$ cat src/rtl/s_dadda_mac4_acc.sv
// rtl/s_dadda_mac4_acc.sv - sequential dot-product accumulator behind the 4x4 signed Dadda multiplier
//
// Purpose:
//   Sums LEN consecutive signed products from the multiplier into one signed
//   result. Each result carries a flag that is set if any partial sum in that
//   block overflowed. The accumulator wraps modulo 2^ACC_W.
//
// Parameters:
//   PROD_W  product width (signed)
//   ACC_W   accumulator/result width (signed), ACC_W >= PROD_W
//   LEN     products per result, LEN >= 1
//
// Ports:
//   clk         in   1       clock, rising edge
//   rst_n       in   1       asynchronous active-low reset
//   clear       in   1       synchronous abort of the current block
//   prod_valid  in   1       product available
//   prod_ready  out  1       product accepted this cycle
//   prod_data   in   PROD_W  signed product
//   acc_valid   out  1       result available
//   acc_ready   in   1       consumer takes the result this cycle
//   acc_data    out  ACC_W   signed dot-product result
//   acc_ovf     out  1       signed overflow occurred in this result's sum

module s_dadda_mac4_acc #(
  parameter int PROD_W = 8,
  parameter int ACC_W  = 16,
  parameter int LEN    = 4
) (
  input  logic              clk,
  input  logic              rst_n,
  input  logic              clear,
  input  logic              prod_valid,
  output logic              prod_ready,
  input  logic [PROD_W-1:0] prod_data,
  output logic              acc_valid,
  input  logic              acc_ready,
  output logic [ACC_W-1:0]  acc_data,
  output logic              acc_ovf
);

  localparam int CNT_W = $clog2(LEN + 1);
  localparam logic [CNT_W-1:0] CNT_LAST = CNT_W'(LEN - 1);

  typedef enum logic {
    ACCUM = 1'b0,
    HOLD  = 1'b1
  } state_t;

  state_t             state_q, state_d;
  logic [ACC_W-1:0]   acc_q, acc_d;
  logic [CNT_W-1:0]   cnt_q, cnt_d;
  logic               ovf_q, ovf_d;
  logic [ACC_W-1:0]   data_q, data_d;
  logic               oflag_q, oflag_d;
  logic               valid_q, valid_d;

  // Holds prod_ready low for the whole reset period and for the first edge
  // after release, since state alone decodes to ACCUM during reset.
  logic               run_q;

  logic [ACC_W-1:0]   prod_sext;
  logic [ACC_W-1:0]   sum;
  logic               step_ovf;
  logic               ovf_next;
  logic               take;

  // Size cast of a signed operand sign-extends; this stays legal when
  // ACC_W == PROD_W, where a zero-width replication would not be.
  assign prod_sext = ACC_W'($signed(prod_data));
  assign sum       = acc_q + prod_sext;

  // Two's-complement overflow: operands agree in sign, result disagrees.
  assign step_ovf  = (acc_q[ACC_W-1] == prod_sext[ACC_W-1]) &&
                     (sum[ACC_W-1] != acc_q[ACC_W-1]);
  assign ovf_next  = ovf_q | step_ovf;

  // Decoded from registered state only; clear blocks the handshake so that a
  // product offered in the abort cycle is not silently lost.
  assign prod_ready = run_q && (state_q == ACCUM) && !clear;
  assign take       = prod_valid && prod_ready;

  assign acc_valid = valid_q;
  assign acc_data  = data_q;
  assign acc_ovf   = oflag_q;

  always_ff @(posedge clk or negedge rst_n) begin
    if (!rst_n) begin
      state_q <= ACCUM;
      acc_q   <= '0;
      cnt_q   <= '0;
      ovf_q   <= 1'b0;
      data_q  <= '0;
      oflag_q <= 1'b0;
      valid_q <= 1'b0;
      run_q   <= 1'b0;
    end else begin
      state_q <= state_d;
      acc_q   <= acc_d;
      cnt_q   <= cnt_d;
      ovf_q   <= ovf_d;
      data_q  <= data_d;
      oflag_q <= oflag_d;
      valid_q <= valid_d;
      run_q   <= 1'b1;
    end
  end

  always_comb begin
    state_d = state_q;
    acc_d   = acc_q;
    cnt_d   = cnt_q;
    ovf_d   = ovf_q;
    data_d  = data_q;
    oflag_d = oflag_q;
    valid_d = valid_q;

    if (clear) begin
      // acc_data/acc_ovf keep the last delivered result.
      state_d = ACCUM;
      acc_d   = '0;
      cnt_d   = '0;
      ovf_d   = 1'b0;
      valid_d = 1'b0;
    end else begin
      unique case (state_q)
        ACCUM: begin
          if (take) begin
            if (cnt_q == CNT_LAST) begin
              data_d  = sum;
              oflag_d = ovf_next;
              valid_d = 1'b1;
              state_d = HOLD;
            end else begin
              acc_d = sum;
              cnt_d = cnt_q + CNT_W'(1);
              ovf_d = ovf_next;
            end
          end
        end
        HOLD: begin
          // Running sum is zeroed on hand-off, so the next block starts clean
          // one cycle later (the hand-off cycle itself has prod_ready low).
          if (acc_ready) begin
            valid_d = 1'b0;
            acc_d   = '0;
            cnt_d   = '0;
            ovf_d   = 1'b0;
            state_d = ACCUM;
          end
        end
        default: begin
          state_d = ACCUM;
        end
      endcase
    end
  end

endmodule

$ cat config.mk
export PLATFORM = sky130hd
export DESIGN_NAME = s_dadda_mac4_acc
export DESIGN_NICKNAME = d
export VERILOG_FILES = /design/src/rtl/s_dadda_mac4_acc.sv
export SDC_FILE = /design/constraint.sdc
export NUM_CORES = 1
export LEC_CHECK = 0
export ABC_AREA = 1
export ABC_CLOCK_PERIOD_IN_PS = 4300
export CAP_MARGIN = 40
export CORE_ASPECT_RATIO = 1.25
export CORE_MARGIN = 2
export CORE_UTILIZATION = 61
export CTS_BUF_LIST = sky130_fd_sc_hd__clkbuf_4
export DETAILED_ROUTE_END_ITERATION = 10
export PLACE_DENSITY = 0.87
export REMOVE_ABC_BUFFERS = 1
export SKIP_LAST_GASP = 1
export SYNTH_ARGS = -nofsm -noshare
export SYNTH_HDL_FRONTEND = slang
export SYNTH_SLANG_ARGS = --single-unit
$ cat constraint.sdc
create_clock -name clk -period 4.3 [get_ports clk]
set_input_delay 0.86 -clock clk [delete_from_list [all_inputs] [get_ports clk]]
set_output_delay 0.86 -clock clk [all_outputs]
set_load 0.01 [all_outputs]
==> impl_metrics.csv <==
group,metric,value,unit
yosys,synthAdderAreaFrac,9.71,%
clock_tree,cts_max_level,2,
power_and_ir_drop,leakage,1.50,nW
job,drv_cap,0,
yosys,syn_avg_cell_area,7.93,um^2
yosys,synth_top_area_cell,"dfrtp_1",
die,design.core.area,3780,um^2
clock_tree,cts.sinks,40,
detailed_routing,first_iter_violations,83,
timing,finalSetupViolations,0,
yosys,synthCells,302,
power_and_ir_drop,p_per_area,356,nW/um^2
setup_path,cp.arrival,2.03,ns
setup_path,end_kind,"output port",
place,place_ws,1.29,ns
global_route,grt.overflow.total,0,
place,portBuffers,31,
final_layout,antenna_cells,0,
die,die_h,74.1,um
yosys,synthTopCellsByArea,"dfrtp_1 (42%), nand2_1 (16%), ha_1 (8.9%), nand3_1 (5.2%), inv_1 (4.2%)",
final_layout,fill_cells,291,
final_layout,nets,366,
detailed_routing,antenna_left,0,
clock_tree,ctsResizeCount,0,
power_and_ir_drop,total_power,0.996,mW
timing,setup_tns,0,ns
yosys,synth_top_family_by_area,"simple AND/OR/NAND/NOR gates",
yosys,synth_seq_cells,40,
power_and_ir_drop,clock_power_share,18.1,%
timing,fin_crit,2.89,ns
power_and_ir_drop,swShare,33.7,%
global_route,track_usage,25.0,%
power_and_ir_drop,p_comb_share,34.1,%
detailed_routing,post-route-drc-count,0,
global_route,antenna_found_initial,0,
setup_path,required,3.44,ns
yosys,synthArstFlopShare,100,%
global_route,grt_pass1_vias,1998,
timing,finalCritPeriodShare,67.3,%
die,die_w,60.1,um
setup_path,r2r_cells,12,
power_and_ir_drop,pwr-share-seq,47.7,%
clock_tree,clkLatencyLatePin,0.35,ns
setup_path,rrSetupSlack,2.23,ns
final_layout,final_cell_mix,"nand2_1 (105), dfrtp_1 (40), clkdlybuf4s50_1 (30)",
place,gp_congestion,0.977,
yosys,synth.mux.area_fraction,0,%
detailed_routing,route.detailed.wl_per_inst,12.8,um
detailed_routing,first_pass_iters,5,
clock_tree,cts_tree,"yes",
clock_tree,ctsRootBufferMaster,"clkbuf_4",
yosys,synth-compound-area-share,9.97,%
detailed_routing,wirelength,4980,um
yosys,synth_top_area_share,41.8,%
die,floorplan.die_area,4450,um^2
clock_tree,cts_setup_buffers,0,
detailed_routing,vias,2052,
power_and_ir_drop,switchingPower,0.335,mW
final_layout,drive_gt1_share,7.74,%
timing,finalMaxSlewViolations,0,
clock_tree,clk_pin_slew_worst_paths,0.12,ns
setup_path,r2r_start,"acc_q[0]$_DFFE_PN0P_",
setup_path,critPathLaunchType,"input pin",
power_and_ir_drop,p_int,0.660,mW
timing,finalHoldViolCount,0,
clock_tree,hold_buffers,0,
die,start_util,63.3,%
timing,whs,0.426,ns
global_route,grt_pass1_wl,8460,um
detailed_routing,detail_route.vias_per_cell,5.26,
yosys,synth_xor_area_share,2.19,%
status,outcome,"complete, no violations",
timing,fin_skew,0.0148,ns
clock_tree,cts_made_buffers,5,
yosys,seq_area_frac_synth,41.8,%
timing,rsz0062_at_grt,"no",
power_and_ir_drop,peakVddDrop,0.207,mV
setup_path,critPathLaunch,"clear",
die,fp-row-count,25,
timing,finalWorstSetupSlack,1.41,ns
yosys,synth_edf_count,0,
final_layout,final_common_cell,"nand2_1",
yosys,yosysWarnings,0,
setup_path,crit_type,"input pin to output port",
global_route,grt_max_degree,27,
yosys,netlist_area,2400,um^2
yosys,synth_ff_type,"dfrtp_1",
timing,fmax,345,MHz
yosys,yosys.area_share.simple,29.4,%
final_layout,syn2layout_area_growth,16.8,%
setup_path,worstSetupEndpoint,"prod_ready",
die,ios,32,
setup_path,critPathMaxFanout,3,
worst_hold_path,hp-class,"input pin to async pin",
place,dp_hpwl,3700,um
clock_tree,clk_path_buf_depth,2,
setup_path,worstReg2RegEnd,"acc_data[14]$_DFFE_PN0P_",
yosys,ys_types,31,
cell families after synthesis:
| family | Yosys count |
|---|---|
| compound gates | 41 |
| buf+inv | 35 |
| fa+ha+maj | 18 |
| other cells | 1 |
| simple gates | 161 |
| xor+xnor | 6 |
| flops | 40 |
stage by stage:
| stage | cells | instance area, um^2 | util [%] |
|---|---|---|---|
| after floorplan | 296 | 2350 | - |
| after global placement | 381 | 2720 | 71.9 |
| after detailed placement | 382 | 2750 | 72.6 |
| after CTS | 390 | 2800 | 74.0 |
| after global routing | 390 | 2800 | 74.0 |
| final | 390 | 2800 | 74.0 |
worst min path at each step:
stage | from | endpoint | slack, ns | cells past startpoint
final | rst_n | acc_data[4]$_DFFE_PN0P_ | 0.43 | 1
after global routing | rst_n | acc_q[3]$_DFFE_PN0P_ | 0.45 | 1
after CTS | rst_n | acc_data[4]$_DFFE_PN0P_ | 0.44 | 1
after detailed placement | acc_data[15]$_DFFE_PN0P_ | acc_data[15]$_DFFE_PN0P_ | 0.47 | 2
after global placement | acc_data[8]$_DFFE_PN0P_ | acc_data[8]$_DFFE_PN0P_ | 0.46 | 2
after floorplan | acc_q[10]$_DFFE_PN0P_ | acc_q[10]$_DFFE_PN0P_ | 0.45 | 2
critical path, cell delays in order:
cell             delay (ns)
clkdlybuf4s50_1        0.49
nor2_1                 0.15
clkdlybuf4s50_1        0.54
Yosys cell counts, types with 4 or more instances:
library cell  number
nand2_1          105
nor2_1            11
nand3_1           25
inv_1             27
o21ai_0           16
nand3b_1           5
ha_1              17
nand2_2            4
dfrtp_1           40
a21oi_1           14
xnor2_1            5
routing by layer:
layer	track usage, %	part of all wire (%)
met3	5.04	3.8
met2	43.8	52
met5	0	0
met1	29.4	43
met4	10.4	1.0
flip-flops by register name, indices dropped and copies added, names as in the netlist:
register / cells
acc_q: 16
cnt_q: 3
acc_valid: 1
run_q: 1
acc_data: 16
acc_ovf: 1
state_q: 1
ovf_q: 1
cell type report:
cell class                      count  area (um^2)  share of cell area (%)
Timing Repair Buffer               32          333                    11.9
Clock buffer                        5         37.5                    1.34
Sequential cell                    40         1000                    35.8
Tap cell                           54         67.6                    2.41
Clock inverter                      3         13.8                   0.492
Inverter                           29          114                    4.07
Multi-Input combinational cell    227         1230                    44.0
power by group through the flow:
stage,Combinational [mW],Sequential (mW),Clock [mW]
floorplan,0.179,0.495,0
detailed placement,0.340,0.481,0
CTS,0.341,0.475,0.183
global route,0.381,0.482,0.197
finish,0.340,0.475,0.181
global placement,0.328,0.478,0
Power figures use the tool's default switching activity.
